## src/rtl/reg_file_wb.sv

```systemverilog
`default_nettype none
// ============================================================================
// Module   : reg_file_wb
// Brief    : Write-back side of the 4-entry register file. Result writes are
//            buffered in an in-order queue and retire one per cycle into the
//            registers. A pending mask lets issue logic stall on RAW hazards.
// Revision : 1.0  initial release
// ============================================================================
module reg_file_wb #(
   parameter int DW      = 4,
   parameter int DEPTH   = 2,
   parameter int R0_ZERO = 1
) (
   input  logic                       clk,
   input  logic                       rst_n,
   input  logic                       IN_VALID,
   output logic                       IN_READY,
   input  logic [1:0]                 IN_SEL,
   input  logic [DW-1:0]              IN_DATA,
   input  logic                       HOLD,
   output logic [4*DW-1:0]            REGS,
   output logic [3:0]                 PEND,
   output logic [$clog2(DEPTH):0]     CNT,
   output logic                       FULL,
   output logic                       EMPTY
);

   localparam int c_AW = $clog2(DEPTH);
   localparam int c_CW = c_AW + 1;

   // Queue payload and per-slot valid bits
   logic [1:0]      r_q_sel  [DEPTH];
   logic [DW-1:0]   r_q_data [DEPTH];
   logic [DEPTH-1:0] r_q_vld;

   logic [c_AW-1:0] r_head;
   logic [c_AW-1:0] r_tail;
   logic [c_CW-1:0] r_cnt;

   // Goes high on the first clock after reset release; gates IN_READY so
   // that nothing is accepted while reset is held.
   logic            r_live;

   logic [DW-1:0]   r_regs [4];

   logic            w_enq;
   logic            w_deq;
   logic            w_full;
   logic            w_empty;
   logic [1:0]      w_head_sel;
   logic [DW-1:0]   w_head_data;
   logic [3:0]      w_pend;

   assign w_full      = (r_cnt == c_CW'(DEPTH));
   assign w_empty     = (r_cnt == '0);
   assign w_head_sel  = r_q_sel[r_head];
   assign w_head_data = r_q_data[r_head];

   // Ready depends on state only, never on IN_VALID
   assign IN_READY = r_live && !w_full;
   assign w_enq    = IN_VALID && IN_READY;
   // An empty queue never bypasses: a fresh entry retires next edge at best
   assign w_deq    = !w_empty && !HOLD;

   assign CNT   = r_cnt;
   assign FULL  = w_full;
   assign EMPTY = w_empty;

   // Track leaving reset so IN_READY rises on the first clock after release
   always_ff @(posedge clk or negedge rst_n) begin
      if (!rst_n) begin
         r_live <= 1'b0;
      end else begin
         r_live <= 1'b1;
      end
   end

   // Queue control: pointers, occupancy and slot valid bits
   always_ff @(posedge clk or negedge rst_n) begin
      if (!rst_n) begin
         r_head  <= '0;
         r_tail  <= '0;
         r_cnt   <= '0;
         r_q_vld <= '0;
      end else begin
         // Head and tail index different slots whenever both fire, since
         // enqueue needs not-full and dequeue needs not-empty.
         if (w_enq) begin
            r_q_vld[r_tail] <= 1'b1;
            r_tail          <= r_tail + 1'b1;
         end
         if (w_deq) begin
            r_q_vld[r_head] <= 1'b0;
            r_head          <= r_head + 1'b1;
         end
         case ({w_enq, w_deq})
            2'b10:   r_cnt <= r_cnt + 1'b1;
            2'b01:   r_cnt <= r_cnt - 1'b1;
            default: r_cnt <= r_cnt;
         endcase
      end
   end

   // Queue payload; contents are qualified by r_q_vld so no reset is needed
   always_ff @(posedge clk) begin
      if (w_enq) begin
         r_q_sel[r_tail]  <= IN_SEL;
         r_q_data[r_tail] <= IN_DATA;
      end
   end

   // Register array: retire the head entry; writes to R0 vanish when hardwired
   always_ff @(posedge clk or negedge rst_n) begin
      if (!rst_n) begin
         for (int i = 0; i < 4; i++) begin
            r_regs[i] <= DW'(i);
         end
      end else if (w_deq && !((R0_ZERO != 0) && (w_head_sel == 2'd0))) begin
         r_regs[w_head_sel] <= w_head_data;
      end
   end

   // Pending mask: OR of one-hot destinations over all live queue slots
   always_comb begin
      w_pend = '0;
      for (int i = 0; i < DEPTH; i++) begin
         if (r_q_vld[i]) begin
            w_pend[r_q_sel[i]] = 1'b1;
         end
      end
      if (R0_ZERO != 0) begin
         w_pend[0] = 1'b0;
      end
   end

   assign PEND = w_pend;

   generate
      for (genvar g = 0; g < 4; g++) begin : g_regs
         assign REGS[g*DW +: DW] = r_regs[g];
      end
   endgenerate

endmodule
`default_nettype wire

```

## config.mk

```make
export PLATFORM = sky130hd
export DESIGN_NAME = reg_file_wb
export DESIGN_NICKNAME = d
export VERILOG_FILES = /design/src/rtl/reg_file_wb.sv
export SDC_FILE = /design/constraint.sdc
export NUM_CORES = 1
export LEC_CHECK = 0
export CORE_MARGIN = 4
export CORE_UTILIZATION = 54
export CTS_BUF_LIST = sky130_fd_sc_hd__clkbuf_4
export DETAILED_ROUTE_END_ITERATION = 10
export GPL_TIMING_DRIVEN = 0
export PLACE_DENSITY = 0.86
export REMOVE_ABC_BUFFERS = 1
export SLEW_MARGIN = 5
export SYNTH_ARGS = -nofsm -noshare
export SYNTH_HDL_FRONTEND = slang
export SYNTH_SLANG_ARGS = --single-unit
```

## constraint.sdc

```tcl
create_clock -name clk -period 3.2 [get_ports clk]
set_clock_uncertainty 0.05 [all_clocks]
set_input_delay 0.48 -clock clk [delete_from_list [all_inputs] [get_ports clk]]
set_output_delay 0.48 -clock clk [all_outputs]
set_load 0.005 [all_outputs]
```

==> qor.csv, run 1 <==
stage,metric,value,unit
sta,final setup fails,0,
clock_tree,CTS tree,yes,
global_route,Global Route Usage Sum,17.17,%
floorplanning,Core Footprint,2522,um2
placement,final RePlAce weighted congestion,0.7594,
clock_tree,clk slew on worst S/H paths,100,ps
power_and_ir_drop,Flop pwr share,45.4,%
critical_path,Arrival @ worst endpoint,1750,ps
synth,"EDFF count, synth",12,
critical_path,r2r startpoint,r_head,
power_and_ir_drop,Overall Power,1.649,mW
synth,#FFs+latches synth,35,
status,status,completed,
final_layout,area occupied by multi-input gates,479.2,um2
final_layout,Ant. Diodes,0,
global_route,vias in the first global route,913,
worst_hold_path,Hold Path Class,reg2reg,
routing,DRT Pass-1 Iters,4,
worst_hold_path,worst hold start,REGS[1],
critical_path,Worst Path Required,2670,ps
synth,asr flop ratio synth,65.71,%
sta,final worst slack,919.3,ps
clock_tree,Root Buffer,clkbuf_4,
floorplanning,Initial Util,57.94,%
clock_tree,htree depth,2,
synth,post-synthesis sequential area ratio,64.38,%
routing,final wirelength,2557,um
clock_tree,"Hold-fix buffers, CTS",0,
global_route,largest net degree at the start of global routing,24,
synth,cells after synthesis,94,
final_layout,Area Growth Syn to Fin,28.08,%
clock_tree,maximum buffer depth of the clock tree,2,
final_layout,layout cell share with drive strength beyond 1,26.36,%
global_route,initial antenna violation count,0,
power_and_ir_drop,Int Pwr,1.176,mW
placement,Port Buf Inserts,33,
synth,Netlist cell types,31,
clock_tree,clock sinks,35,
sta,Least-Margin Pin Slew,982.6,ps
sta,post-layout min period,2281,ps
power_and_ir_drop,power density over cell area,881.1,nW/um2
floorplanning,chip height,60.02,um
job,Max Cap Viol,0,
sta,fin crit share,71.27,%
critical_path,R2R setup slack,1280,ps
critical_path,CP Capture Type,output pin,
power_and_ir_drop,Max IR drop VDD,0.5735,mV
clock_tree,CTS buffer count,5,
global_route,first-pass GRT wire length,4340,um
power_and_ir_drop,leakage,0.7344,nW
routing,WL per Instance,16.08,um
floorplanning,number of I/O pins,35,
power_and_ir_drop,combinational share of power,36.3,%
floorplanning,num rows,18,
critical_path,CP Launch Point,CNT[0],
routing,initial drt markers,23,
sta,setup_tns,0,ps
synth,Ys Warns,0,
placement,Detailed Place HPWL,1930,um
sta,Slew headroom,34.29,%
power_and_ir_drop,Sw Share,28.69,%
global_route,grt ovf,0,
synth,Most used DFF post-synth,dfrtp_1,
clock_tree,post-CTS setup buffer count,0,
synth,synthesized area,1461,um2
synth,Synth area leader,dfrtp_1,
clock_tree,post-CTS sizing,0,
routing,post-DR vias/cell,5.289,
synth,most frequent cell after synthesis,dfrtp_1,
synth,Mapped Avg Cell Area,15.55,um2
routing,vias,841,
floorplanning,die area,3602,um2
final_layout,FF+latch area,940.9,um2
final_layout,filler cell count,162,
final_layout,"Cell Count, Final, Fillers Out",159,
sta,"Slew Viols, Final",0,
critical_path,crit path max fanout,6,
power_and_ir_drop,P_sw,473.2,uW
sta,fmax,0.4385,GHz
routing,DRC violations left,0,
sta,final hold vios,0,
synth,top post-synthesis cells by area,"dfrtp_1 33%, edfxtp_1 25%, mux2_2 12%, dfstp_2 7.2%, xnor2_1 2.4%",
clock_tree,clk_lat worst skew,330,ps
critical_path,critical path type,reg2out,
sta,RSZ-0062 raised after global routing,false,
power_and_ir_drop,Clk pwr share,18.3,%
synth,Synth top area share,32.53,%
placement,pre-CTS setup slack,1185,ps
routing,Final ANT Viol Nets,0,
placement,DP Cell Count,151,
floorplanning,Die Width,60.02,um
final_layout,Final nets,139,
synth,top post-synthesis cells by count,"19 x dfrtp_1, 16 x mux2_2, 12 x edfxtp_1",
critical_path,startpoint types,register,
-- worst max-delay path, cell delays in order (launching register included) --
cell and delay, ps:
dfrtp_1 510, nand2b_1 240, and2_1 170, clkdlybuf4s50_1 510
-- stage by stage --
| step | instance area (um2) | hold slack (ps) | util [%] |
|---|---|---|---|
| 2_1_floorplan | 1428 | 134.4 | - |
| 3_3_place_gp | 1795 | 313.7 | 71.18 |
| 3_5_place_dp | 1795 | 317.1 | 71.18 |
| 4_1_cts | 1872 | 339.6 | 74.21 |
| 5_1_grt | 1872 | 353.4 | 74.21 |
| 6_report | 1872 | 334.5 | 74.21 |
-- power by group through the flow --
stage	clock network, mW	logic [mW]	registers, mW
after floorplan	0	0.299	0.743
after global placement	0	0.591	0.745
after detailed placement	0	0.608	0.759
after CTS	0.309	0.611	0.750
after global routing	0.334	0.647	0.773
final	0.301	0.599	0.749
-- placed cells by master, fill, tap and decap left out, drive strengths merged --
cell type,count
or3b,1
bufinv,1
edfxtp,12
o21bai,1
mux2,16
clkinv,2
conb,2
xnor2,4
nand3,3
mux2i,2
nor3,1
and2,1
nor2,2
inv,2
a21oi,2
dfstp,4
nand2b,1
o21ai,2
nand3b,3
clkdlybuf4s50,33
o22a,1
nor3b,1
and4b,1
ha,1
xor2,1
dfrtp,19
nand2,3
a41oi,1
and3,1
clkbuf,5
-- cell families after synthesis --
| logic type | synth area share [%] |
|---|---|
| DFF | 64.38 |
| and+or+nand+nor | 8.991 |
| buffers and inverters | 2.825 |
| AOI/OAI and AO/OA | 4.624 |
| adders and majority gates | 0.8560 |
| xor gates and xnor gates | 2.996 |
| muxes | 14.81 |
| other | 0.5139 |
-- flip-flops by register name, indices dropped and copies added, names as in the netlist --
signal    count
r_live        1
r_q_data      8
CNT           2
r_q_vld       2
r_q_sel       4
REGS         16
r_tail        1
r_head        1
-- metal layers --
layer  global-route usage, %  wire, um  vias to the layer above  share of wire, %
met5                       0         0                        -                 0
li1                        -         -                      397                 -
met1                   19.86      1005                      416                39
met4                   9.494        63                        0               2.5
met2                   27.78      1362                       23                53
met3                   5.832       125                        5               4.9
-- cell type report --
type,count,share of cell area (%)
inverter,2,0.4011
multi-input combinational,51,25.60
clock buffer,5,2.005
tap,30,2.005
clock inverter,3,2.072
timing repair buffer,33,17.65
sequential,35,50.27
-- worst paths after layout --
check | to | cells after the start
max reg2reg | REGS[7] | 3
max | IN_READY | 3
max in group asynchronous | r_q_vld[1] | 1
min | REGS[1] | 0
min in group asynchronous | REGS[8] | 1
min reg2reg | REGS[1] | 0
Note: power is estimated with default switching activity, not from simulation.
==> run 2, diff against run 1 <==
--- a/config.mk
+++ b/config.mk
@@ -6,11 +6,11 @@
 export NUM_CORES = 1
 export LEC_CHECK = 0
 export CORE_MARGIN = 4
-export CORE_UTILIZATION = 54
+export CORE_UTILIZATION = 46
 export CTS_BUF_LIST = sky130_fd_sc_hd__clkbuf_4
 export DETAILED_ROUTE_END_ITERATION = 10
 export GPL_TIMING_DRIVEN = 0
-export PLACE_DENSITY = 0.86
+export PLACE_DENSITY = 0.78
 export REMOVE_ABC_BUFFERS = 1
 export SLEW_MARGIN = 5
 export SYNTH_ARGS = -nofsm -noshare
==> constraint.sdc (replaced) <==
create_clock -name clk -period 2 [get_ports clk]
set_clock_uncertainty 0.05 [all_clocks]
set_input_delay 0.3 -clock clk [delete_from_list [all_inputs] [get_ports clk]]
set_output_delay 0.3 -clock clk [all_outputs]
set_load 0.005 [all_outputs]
==> qor.csv, run 2 (synthesis results as in run 1) <==
stage,metric,value,unit,change
critical_path,crit path max fanout,3,,-3
power_and_ir_drop,leakage,0.7864,nW,+7.1%
global_route,gr busiest metal,met2,,
clock_tree,CTS tree,yes,,
critical_path,Worst Setup EP,PEND[2],,
power_and_ir_drop,Clk pwr share,18.5,%,+0.2 points
floorplanning,chip height,64.37,um,+7.2%
global_route,M2 GR Usage,26.16,%,-1.6 points
final_layout,area occupied by multi-input gates,486.7,um2,+1.6%
final_layout,Ant. Diodes,0,,unchanged
job,Max Cap Viol,0,,unchanged
floorplanning,num rows,20,,+2
critical_path,CP max-delay cell,clkdlybuf4s50_1,,
final_layout,highest-count cells in the layout ignoring fill and taps,"31 x clkdlybuf4s50_1, 16 x dfrtp_1, 16 x mux2_2",,
global_route,initial antenna violation count,0,,unchanged
floorplanning,Die Width,64.37,um,+7.2%
critical_path,R2R setup slack,200,ps,-1080 ps
routing,DRC violations left,0,,unchanged
final_layout,Final nets,143,,+2.9%
sta,"Slew Viols, Final",0,,unchanged
routing,WL per Instance,15.13,um,-5.9%
power_and_ir_drop,Max IR drop VDD,0.7479,mV,+30%
status,status,completed,,
clock_tree,"Hold-fix buffers, CTS",0,,unchanged
clock_tree,Root Buffer,clkbuf_4,,
final_layout,Area Growth Syn to Fin,32.79,%,
worst_hold_path,Hold Path Class,reg2reg,,
final_layout,Largest register FFs,16,,unchanged
global_route,vias in the first global route,950,,+4.1%
critical_path,critical path type,reg2out,,
clock_tree,maximum buffer depth of the clock tree,2,,unchanged
clock_tree,CTS buffer count,5,,unchanged
power_and_ir_drop,power density over cell area,1398,nW/um2,+59%
floorplanning,Core Footprint,3053,um2,+21%
global_route,met3 usage,3.515,%,-2.3 points
global_route,first-pass GRT wire length,4733,um,+9.1%
routing,Final ANT Viol Nets,0,,unchanged
sta,final setup fails,0,,unchanged
routing,vias,853,,+1.4%
clock_tree,clk slew on worst S/H paths,110,ps,about the same
sta,Least-Margin Pin Slew,1018,ps,+35.85 ps
sta,final hold vios,0,,unchanged
global_route,grt ovf,0,,unchanged
sta,Slew headroom,31.89,%,-2.4 points
critical_path,Critical Path Max Stage Delay,520,ps,about the same
placement,pre-CTS setup slack,89.53,ps,-1096 ps
power_and_ir_drop,Flop pwr share,43.9,%,-1.5 points
critical_path,reg2reg end,REGS[5],,
global_route,Global Route Usage Sum,15.30,%,-1.9 points
clock_tree,clk_lat worst skew,340,ps,about the same
final_layout,"commonest non-fill, non-tap cell in the layout",clkdlybuf4s50_1,,
final_layout,filler cell count,235,,+45%
critical_path,CP Launch Point,r_q_sel[0][0],,
clock_tree,htree depth,2,,unchanged
routing,final wirelength,2678,um,+4.7%
critical_path,"Cell Chain, Critical Path","nand3b_1, o21ai_0, clkdlybuf4s50_1",,
placement,final RePlAce weighted congestion,0.6779,,-11%
critical_path,CP Capture Type,output pin,,
floorplanning,Initial Util,47.87,%,-10 points
power_and_ir_drop,combinational share of power,37.6,%,+1.3 points
global_route,largest net degree at the start of global routing,24,,unchanged
sta,fmax,0.5355,GHz,
global_route,GRT met1 Usage,17.13,%,-2.7 points
routing,post-DR vias/cell,4.819,,-8.9%
sta,post-layout min period,1867,ps,
critical_path,Reg2Reg Depth,5,,+2
power_and_ir_drop,Int Pwr,1.922,mW,+63%
critical_path,r2r startpoint,r_q_sel[1][1],,
critical_path,Arrival @ worst endpoint,1520,ps,-230 ps
sta,setup_tns,0,ps,unchanged
floorplanning,number of I/O pins,35,,unchanged
power_and_ir_drop,P_sw,789.9,uW,+67%
routing,initial drt markers,33,,+43%
final_layout,FF+latch area,944.7,um2,+0.40%
sta,fin crit share,93.37,%,
power_and_ir_drop,Sw Share,29.13,%,+0.43 points
placement,Port Buf Inserts,33,,unchanged
sta,RSZ-0062 raised after global routing,false,,
final_layout,layout cell share with drive strength beyond 1,32.33,%,+6.0 points
clock_tree,clock sinks,35,,unchanged
critical_path,startpoint types,register,,
placement,Detailed Place HPWL,1972,um,+2.2%
sta,final worst slack,132.7,ps,-786.6 ps
floorplanning,die area,4143,um2,+15%
critical_path,Worst Path Required,1650,ps,-1020 ps
routing,DRT Pass-1 Iters,4,,unchanged
## run 2: final cells by class
cell class              count  area share, %
clock buffers               5          1.934
multi-input cells          51          25.08
well taps                  44          2.837
repair buffers             37          18.83
clock inverters             3          2.257
flip-flops and latches     35          48.68
inverters                   2         0.3868
## run 2: how the worst min path moves through the flow
stage | start | end | slack [ps] | depth (start not counted)
final | REGS[1] | REGS[1] | 340 | 0
after detailed placement | REGS[1] | REGS[1] | 320 | 0
after global routing | REGS[2] | REGS[2] | 360 | 0
after CTS | REGS[1] | REGS[1] | 340 | 0
after global placement | REGS[1] | REGS[1] | 310 | 0
after floorplan | rst_n | CNT[0] | -50 | 0
## run 2: power groups by stage
stage	Clock [mW]	Combinational (mW)	Sequential (mW)
2_1_floorplan	0	0.478	1.19
3_3_place_gp	0	0.944	1.20
3_5_place_dp	0	0.972	1.22
4_1_cts	0.518	1.02	1.19
5_1_grt	0.559	1.11	1.23
6_report	0.502	1.02	1.19
## run 2: timing repair
| action | CTS | global route |
|---|---|---|
| resized for setup | 2 | 4 |
| gates cloned | 0 | 0 |
| setup endpoints to repair | 3 | 6 |
| buffers inserted | 2 | 2 |
## run 2: through the flow
stage / cell area, um2 / power (mW) / hold slack, ps / utilization [%] / instances
global placement: 1813 / 2.142 / 313.9 / 59.39 / 165
finish: 1941 / 2.712 / 342.2 / 63.57 / 177
floorplan: 1428 / 1.667 / -45.59 / - / 88
CTS: 1912 / 2.730 / 343.6 / 62.62 / 175
detailed placement: 1813 / 2.193 / 317.6 / 59.39 / 165
global route: 1941 / 2.895 / 358.5 / 63.57 / 177
## run 2: worst max-delay path: cells and delay by family (launching register included)
family / cells / cell delay, ps
buf+inv: 1 / 520
simple gates: 1 / 170
flops: 1 / 410
compound gates: 1 / 80
## run 2: per-layer routing
metal  part of all wire (%)  vias up
met3                    3.2        7
met5                      0        -
met4                    2.1        0
li1                       -      406
met2                     55       16
met1                     39      424
==> run 3, diff against run 2 <==
--- a/config.mk
+++ b/config.mk
@@ -6,11 +6,11 @@
 export NUM_CORES = 1
 export LEC_CHECK = 0
 export CORE_MARGIN = 4
-export CORE_UTILIZATION = 46
+export CORE_UTILIZATION = 25
 export CTS_BUF_LIST = sky130_fd_sc_hd__clkbuf_4
 export DETAILED_ROUTE_END_ITERATION = 10
 export GPL_TIMING_DRIVEN = 0
-export PLACE_DENSITY = 0.78
+export HOLD_SLACK_MARGIN = 0.03
 export REMOVE_ABC_BUFFERS = 1
 export SLEW_MARGIN = 5
 export SYNTH_ARGS = -nofsm -noshare
==> qor.csv, run 3 (synthesis results as in run 1) <==
stage,metric,value,unit,change
final_layout,"commonest non-fill, non-tap cell in the layout",clkdlybuf4s50_1,,
critical_path,Critical Path Max Stage Delay,440,ps,-80 ps
critical_path,CP Capture Type,output pin,,
global_route,largest net degree at the start of global routing,24,,unchanged
sta,post-layout min period,1901,ps,+33.38 ps
global_route,grt ovf,0,,unchanged
clock_tree,CTS buffer count,5,,unchanged
placement,Port Buf Inserts,33,,unchanged
job,Max Cap Viol,0,,unchanged
global_route,first-pass GRT wire length,4871,um,+2.9%
placement,final RePlAce weighted congestion,0.6712,,-0.99%
routing,Final ANT Viol Nets,0,,unchanged
routing,DRC violations left,0,,unchanged
final_layout,Ant. Diodes,0,,unchanged
power_and_ir_drop,leakage,0.7494,nW,-4.7%
power_and_ir_drop,Int Pwr,1.825,mW,-5.1%
sta,RSZ-0062 raised after global routing,false,,
sta,fin crit share,95.03,%,+1.7 points
floorplanning,Core Footprint,5574,um2,+83%
routing,WL per Instance,13.73,um,-9.3%
power_and_ir_drop,combinational share of power,41.4,%,+3.8 points
power_and_ir_drop,Sw Share,30.08,%,+0.95 points
critical_path,Crit path buffers/inverters,1,,unchanged
routing,vias,867,,+1.6%
power_and_ir_drop,Flop pwr share,44.9,%,+1.0 points
clock_tree,clk_lat worst skew,330,ps,about the same
global_route,initial antenna violation count,0,,unchanged
critical_path,"Largest delay share family, worst path",buffers and inverters,,
global_route,Global Route Usage Sum,8.784,%,-6.5 points
floorplanning,Die Width,84.46,um,+31%
critical_path,"Cell Chain, Critical Path","nand2b_1, and2_1, clkdlybuf4s50_1",,
critical_path,startpoint types,register,,
critical_path,critical path type,reg2out,,
power_and_ir_drop,power density over cell area,1335,nW/um2,-4.5%
status,status,completed,,
floorplanning,num rows,27,,+35%
critical_path,Arrival @ worst endpoint,1550,ps,+30 ps
clock_tree,Root Buffer,clkbuf_4,,
clock_tree,CTS tree,yes,,
clock_tree,clock sinks,35,,unchanged
final_layout,Final nets,146,,+2.1%
critical_path,Worst Path Required,1650,ps,about the same
final_layout,Largest register FFs,16,,unchanged
sta,"Slew Viols, Final",0,,unchanged
critical_path,R2R setup slack,110,ps,-90 ps
routing,post-DR vias/cell,4.168,,-14%
routing,DRT Pass-1 Iters,4,,unchanged
clock_tree,clk slew on worst S/H paths,100,ps,about the same
global_route,vias in the first global route,966,,+1.7%
final_layout,layout cell share with drive strength beyond 1,30.88,%,-1.4 points
sta,setup_tns,0,ps,unchanged
critical_path,crit path max fanout,3,,unchanged
final_layout,FF+latch area,943.4,um2,-0.13%
power_and_ir_drop,Max IR drop VDD,0.8196,mV,+9.6%
final_layout,Area Growth Syn to Fin,33.82,%,
floorplanning,chip height,84.46,um,+31%
power_and_ir_drop,Overall Power,2.610,mW,-3.8%
sta,final hold vios,0,,unchanged
floorplanning,number of I/O pins,35,,unchanged
sta,fmax,0.5261,GHz,-1.8%
final_layout,filler cell count,538,,+130%
power_and_ir_drop,P_sw,785.0,uW,-0.63%
placement,Detailed Place HPWL,2134,um,+8.2%
routing,initial drt markers,8,,-76%
final_layout,highest-count cells in the layout ignoring fill and taps,"33 x clkdlybuf4s50_1, 17 x dfrtp_1, 16 x mux2_2",,
critical_path,CP max-delay cell,clkdlybuf4s50_1,,
power_and_ir_drop,Clk pwr share,13.7,%,-4.8 points
sta,Slew headroom,30.53,%,-1.4 points
floorplanning,Initial Util,26.22,%,-22 points
sta,final setup fails,0,,unchanged
clock_tree,htree depth,2,,unchanged
routing,final wirelength,2855,um,+6.6%
worst_hold_path,Hold Path Class,reg2reg,,
sta,Least-Margin Pin Slew,1039,ps,+20.45 ps
floorplanning,die area,7133,um2,+72%
final_layout,area occupied by multi-input gates,479.2,um2,-1.5%
clock_tree,maximum buffer depth of the clock tree,2,,unchanged
==> run 3: cell type report <==
type | count | area share [%]
flip-flops and latches | 35 | 48.24
multi-input cells | 51 | 24.50
repair buffers | 40 | 19.58
well taps | 72 | 4.607
clock buffers | 5 | 1.919
clock inverters | 3 | 0.7678
inverters | 2 | 0.3839
==> run 3: timing repair <==
item | 4_1_cts | 5_1_grt
resized for setup | 1 | 1
hold buffers | 0 | 0
setup endpoints to repair | 3 | 3
buffers inserted | 3 | 4
==> run 3: metrics by stage <==
stage | instances | util (%) | setup slack, ps | hold WS (ps) | area (um2)
2_1_floorplan | 88 | - | 308.3 | -45.59 | 1428
3_3_place_gp | 193 | 33.15 | 140.2 | 313.8 | 1848
3_5_place_dp | 193 | 33.15 | 81.96 | 314.5 | 1848
4_1_cts | 204 | 34.52 | 26.32 | 344.9 | 1924
5_1_grt | 208 | 35.08 | 4.415 | 355.8 | 1956
6_report | 208 | 35.08 | 99.32 | 337.7 | 1956
==> run 3: path summary, 6_finish.rpt <==
path / startpoint / endpoint / cells after the start
setup reg to reg: r_head / REGS[6] / 3
hold / removal: REGS[2] / REGS[2] / 0
hold reg to reg: REGS[2] / REGS[2] / 0
min in group asynchronous: rst_n / REGS[11] / 1
max in group asynchronous: rst_n / CNT[0] / 1
setup / recovery: CNT[0] / IN_READY / 3
==> run 3: power groups by stage <==
stage / clock [mW] / sequential [mW] / combinational, mW
2_1_floorplan: 0 / 1.19 / 0.478
3_3_place_gp: 0 / 1.20 / 0.958
3_5_place_dp: 0 / 1.22 / 0.983
4_1_cts: 0.377 / 1.19 / 1.04
5_1_grt: 0.410 / 1.21 / 1.18
6_report: 0.358 / 1.17 / 1.08
==> run 3: metal layers <==
| metal | routed length, um | vias up | GRT usage [%] |
|---|---|---|---|
| li1 | - | 412 | - |
| met1 | 1248 | 423 | 10.47 |
| met2 | 1384 | 26 | 14.06 |
| met3 | 165 | 6 | 3.435 |
| met4 | 57 | 0 | 3.885 |
| met5 | 0 | - | 0 |
